## src/rtl/mod_n_counter_pkg.sv

```systemverilog
// Shared definitions for the mod-N up/down counter: FSM state encoding and
// default parameter values. The optional parallel-load feature is enabled by
// defining MOD_N_COUNTER_LOAD_EN (see mod_n_updown_counter.sv).
package mod_n_counter_pkg;

    typedef enum logic [1:0] {
        ST_IDLE = 2'd0,
        ST_RUN  = 2'd1,
        ST_DONE = 2'd2
    } state_t;

    localparam int DEFAULT_N       = 10;
    localparam int DEFAULT_WIDTH   = 4;
    localparam int DEFAULT_ONESHOT = 0;

endpackage

```

## src/rtl/mod_n_step.sv

```systemverilog
// Combinational step logic: next count value with wrap, plus the terminal
// flag (at N-1 when counting up, at 0 when counting down).
module mod_n_step #(
    parameter int N     = 10,
    parameter int WIDTH = 4
) (
    input  logic [WIDTH-1:0] i_out,
    input  logic             i_up_dn,
    output logic [WIDTH-1:0] o_next,
    output logic             o_term
);

    localparam logic [WIDTH-1:0] MAX_VAL = WIDTH'(N - 1);

    // Next value wraps at either end of 0..N-1 so out never leaves the range
    always_comb begin
        o_next = i_out;
        o_term = 1'b0;
        if (i_up_dn) begin
            o_term = (i_out == MAX_VAL);
            o_next = o_term ? '0 : i_out + 1'b1;
        end else begin
            o_term = (i_out == '0);
            o_next = o_term ? MAX_VAL : i_out - 1'b1;
        end
    end

endmodule

```

## src/rtl/mod_n_updown_counter.sv

```systemverilog
// Mod-N up/down counter with IDLE/RUN/DONE control FSM and optional one-shot
// mode. Define MOD_N_COUNTER_LOAD_EN to add the load/load_val parallel-load
// ports; without it the counter behaves as if load were tied low.
import mod_n_counter_pkg::*;

module mod_n_updown_counter #(
    parameter int N       = DEFAULT_N,
    parameter int WIDTH   = DEFAULT_WIDTH,
    parameter int ONESHOT = DEFAULT_ONESHOT
) (
    input  logic             clk,
    input  logic             rst,
    input  logic             start,
    input  logic             en,
    input  logic             up_dn,
`ifdef MOD_N_COUNTER_LOAD_EN
    input  logic             load,
    input  logic [WIDTH-1:0] load_val,
`endif
    output logic [WIDTH-1:0] out,
    output logic             tc,
    output logic             busy,
    output logic             done
);

    localparam logic [WIDTH-1:0] MAX_VAL = WIDTH'(N - 1);

    // Reject configurations where the modulus cannot be represented
    if (N < 2) begin : g_bad_n
        $error("mod_n_updown_counter: N must be >= 2");
    end
    if ((2 ** WIDTH) < N) begin : g_bad_width
        $error("mod_n_updown_counter: WIDTH too small for N");
    end

    state_t           r_state;
    logic [WIDTH-1:0] r_out;
    logic             r_busy;
    logic             r_done;

    logic [WIDTH-1:0] w_next;
    logic             w_term;
    logic             w_load_ok;

    mod_n_step #(
        .N     (N),
        .WIDTH (WIDTH)
    ) u_step (
        .i_out   (r_out),
        .i_up_dn (up_dn),
        .o_next  (w_next),
        .o_term  (w_term)
    );

`ifdef MOD_N_COUNTER_LOAD_EN
    // Out-of-range load values are dropped so out stays inside 0..N-1
    localparam logic [WIDTH:0] N_EXT = (WIDTH + 1)'(N);
    assign w_load_ok = load && ({1'b0, load_val} < N_EXT);
`else
    assign w_load_ok = 1'b0;
`endif

    // Control FSM and count register; priority is rst, then load, then start/count
    always_ff @(posedge clk) begin
        if (rst) begin
            r_state <= ST_IDLE;
            r_out   <= '0;
            r_busy  <= 1'b0;
            r_done  <= 1'b0;
        end else if (w_load_ok) begin
`ifdef MOD_N_COUNTER_LOAD_EN
            r_out <= load_val;
`endif
        end else begin
            case (r_state)
                ST_IDLE: begin
                    if (start) begin
                        r_state <= ST_RUN;
                        r_busy  <= 1'b1;
                    end
                end
                ST_RUN: begin
                    if (en) begin
                        if ((ONESHOT != 0) && w_term) begin
                            // Single pass finished: park on the terminal value
                            r_state <= ST_DONE;
                            r_busy  <= 1'b0;
                            r_done  <= 1'b1;
                        end else begin
                            r_out <= w_next;
                        end
                    end
                end
                ST_DONE: begin
                    if (start) begin
                        r_state <= ST_RUN;
                        r_busy  <= 1'b1;
                        r_done  <= 1'b0;
                        r_out   <= up_dn ? '0 : MAX_VAL;
                    end
                end
                default: begin
                    r_state <= ST_IDLE;
                    r_busy  <= 1'b0;
                    r_done  <= 1'b0;
                end
            endcase
        end
    end

    assign tc   = (r_state == ST_RUN) && en && w_term;
    assign out  = r_out;
    assign busy = r_busy;
    assign done = r_done;

endmodule

```

## config.mk

```make
export PLATFORM = sky130hd
export DESIGN_NAME = mod_n_updown_counter
export DESIGN_NICKNAME = d
export VERILOG_FILES = /design/src/rtl/mod_n_counter_pkg.sv /design/src/rtl/mod_n_step.sv /design/src/rtl/mod_n_updown_counter.sv
export SDC_FILE = /design/constraint.sdc
export NUM_CORES = 1
export LEC_CHECK = 0
export CAP_MARGIN = 20
export CORE_MARGIN = 5
export CORE_UTILIZATION = 25
export DETAILED_ROUTE_END_ITERATION = 8
export PLACE_DENSITY = 0.58
export SYNTH_ARGS = -nofsm -noshare
export SYNTH_HDL_FRONTEND = slang
export SYNTH_SLANG_ARGS = --single-unit
```

## constraint.sdc

```tcl
create_clock -name clk -period 1.5 [get_ports clk]
set_input_delay 0.15 -clock clk [delete_from_list [all_inputs] [get_ports clk]]
set_output_delay 0.15 -clock clk [all_outputs]
set_load 0.03 [all_outputs]
```

==> results.md <==
* Final Instance Area at roughly 530 µm²
* Inserted Diodes at 0
* Tot Pwr at about 410 µW
* Crit path cell chain: or3_4 -> a2111oi_4 -> buf_4
* Clock skew at between 2 and 3 ps
* Fmax at 0.616 GHz
* Layout cell share with drive strength beyond 1 at 35.7%
* DR vias/cell at roughly 4.7
* Post-DP Area at ~500 µm²
* Largest net degree at the start of global routing at 11
* Gr usage total at about a tenth
* Die width at about 46 µm
* Sum Neg Setup Slack at -124 ps
* Core Region at about 0.0013 mm²
* Share of the synthesized area in the top cell type at 30.4%
* Yosys reg bits at 5
* Net count, final at 62
* PD cells at about 770 mW/mm²
* Port Buffer Count at 10
* H-Tree Depth at 1
* Leak Pwr at between 0.2 and 0.25 nW
* Largest area contributor in the netlist: dfxtp_1
* Syn Area/Cell at 8.23 µm²
* Wire per inst at around 12 µm
* Area of the multi-input gates at around 220 µm²
* Worst reg2reg path endpoint: out[3]$_SDFFE_PP0P_
* Initial core utilization at about a quarter
* Maxcap violations at 0
* HP Class: in2reg
* Worst hold stages at 3
* Depth of the most critical reg-to-reg path at 3
* # setup viols final at 1
* Post-synth top cells: dfxtp_1 (5), nor2_1 (4), nand3_1 (3)
* # rows at 13
* Final min period at roughly 1600 ps
* Drt first pass iters at 4
* Period utilisation layout at 108%
* Seq/Total Area, Yosys at a little under a third
* Placed wire-length estimate at approximately 640 µm
* Layout area overhead at 60.8%
* CP Max Fanout at 5
* CP arrival at 1470 ps
* Synth Warn # at 0
* VDD IR max at 379 µV
* Top delay family on crit path: simple AND/OR/NAND/NOR gates
* Vias in the first global route at 337
* Post-synth EDFFs at 0
* Critical path endpoint category: output pin
* Final Hold Fails at 0
* Final Slew Violations at 0
* Hold Path End: out[3]$_SDFFE_PP0P_
* CTS buffer count at 3
* Register area at roughly 120 µm²
* Critical path class: reg2out
* FILL cells at between 100 and 150
* Die Y at ~46 µm
* Worst r2r src: out[0]$_SDFFE_PP0P_
* Final critical-path setup slack at -124 ps
* Max stage delay on crit path at ~370 ps
* Slowest cell on the critical path: or3_4
* Final ANT Viol Nets at 0
* Failing checks: setup timing
* Clk sinks at 5
* Status: finished with violations
* Clk buf depth at 2
* Gpl congestion at slightly below 0.7
* # Post-CTS Setup Buffers at 0
* Mapped Area at about 330 µm²
* Root Buffer Master: clkbuf_4
* Worst endpoint required time at between 1000 and 1500 ps
* Synth Instances at 40
* Reg clk slew, reported paths at 50 ps
* Top post-synthesis cells by area: dfxtp_1 (30%), xor2_1 (5.3%), nand3_1 (4.6%)
* IO Count at 12
* Synth Net Count at between 40 and 50
* Global-route wire length before repair at 1440 µm
* RSZ-0062 raised after global routing: yes
* Synth unique cells at 25
* Worst-Skew Late Latency at 240 ps
* Total vias in the final route at between 300 and 400
* Final WL at approximately 830 µm
* CTS tree: built
* Total gr overflow at 0
* Worst R2R Setup Slack at 50 ps
* Bufs and invs on worst path at 1
* Post-synth ARST share at 0%
* Initial antenna violation count at 0
* Die Footprint at ~0.0021 mm²
* DR DRC count at 0
* Crit start category: flop
* Hold path start: en
* Initial detailed-routing violation count at 9
* Top-count cell post-synth: dfxtp_1
* Prevailing post-synth register cell: dfxtp_1
==> power breakdown <==
group / switching, mW / internal [mW]
clock network: 0.0599 / 0.101
logic: 0.0521 / 0.0468
registers: 0.00925 / 0.137
==> layout by cell type (no fill, tap or decap), types with 2 or more instances in the layout <==
master           synthesis  routed
buf_4                    1       7
clkbuf_4                 0       3
clkdlybuf4s50_1          0       4
dfxtp_4                  0       4
dlygate4sd2_1            0       4
inv_1                    2       2
nand3_1                  3       3
nor2_1                   4       4
o21ai_0                  2       2
xor2_1                   2       2
==> worst max-delay path by stage <==
stage                                endpoint  slack, ps  cells after the start           startpoint
after floorplan                            tc        -50                      3  out[0]$_SDFFE_PP0P_
after CTS                                  tc       -150                      3  out[0]$_SDFFE_PP0P_
after global routing                       tc       -180                      3  out[0]$_SDFFE_PP0P_
final                                      tc       -120                      3  out[0]$_SDFFE_PP0P_
after detailed placement  out[3]$_SDFFE_PP0P_       -210                      5                   en
after global placement    out[3]$_SDFFE_PP0P_       -190                      5                   en
==> layout make-up <==
class | instances | share of cell area, %
clock buffer | 4 | 4.96
inverter | 2 | 1.42
multi-input combinational | 29 | 41.6
sequential | 5 | 22.0
tap | 15 | 3.55
timing repair buffer | 16 | 26.5
==> logic make-up (layout without fill, tap and decap cells) <==
logic type	Yosys count	after routing	synth area share (%)
compound gates	10	10	22.1
simple gates	14	14	24.3
buf+inv	6	22	11.0
mux	1	1	3.04
other cells	1	1	1.14
xor+xnor	3	3	7.99
flops	5	5	30.4
==> routing by layer <==
metal	vias up	track usage, %	part of all wire (%)	routed length (µm)
met2	6	14.0	45	374
met4	0	5.11	0	0
li1	178	-	-	-
met3	0	3.52	4.9	41
met5	-	0	0	0
met1	152	11.5	50	413
==> flip-flops by register name (all words and copies together), names as in the netlist <==
| name | count |
|---|---|
| out | 4 |
| busy | 1 |
==> what timing repair did <==
action / CTS / global route
setup endpoints to repair: 4 / 3
resized for setup: 4 / 2
pin swaps: 0 / 0
hold buffers: 0 / 0
hold endpoints to repair: 0 / 0
==> worst reg2reg max path: cells and delay by family (launching register included) <==
| family | cells | cell delay (ps) |
|---|---|---|
| AND/OR/NAND/NOR | 2 | 910 |
| AO/OA/AOI/OAI | 1 | 80 |
| flip-flops | 1 | 350 |
==> stage by stage <==
stage	instances	utilization (%)	hold WS (ps)	setup slack, ps
floorplan	40	-	209	-51.9
detailed placement	67	39.5	488	-214
CTS	71	41.2	453	-146
finish	71	41.7	278	-124
global route	71	41.7	314	-179
global placement	67	39.5	487	-193
Note: power is estimated with default switching activity, not from simulation.
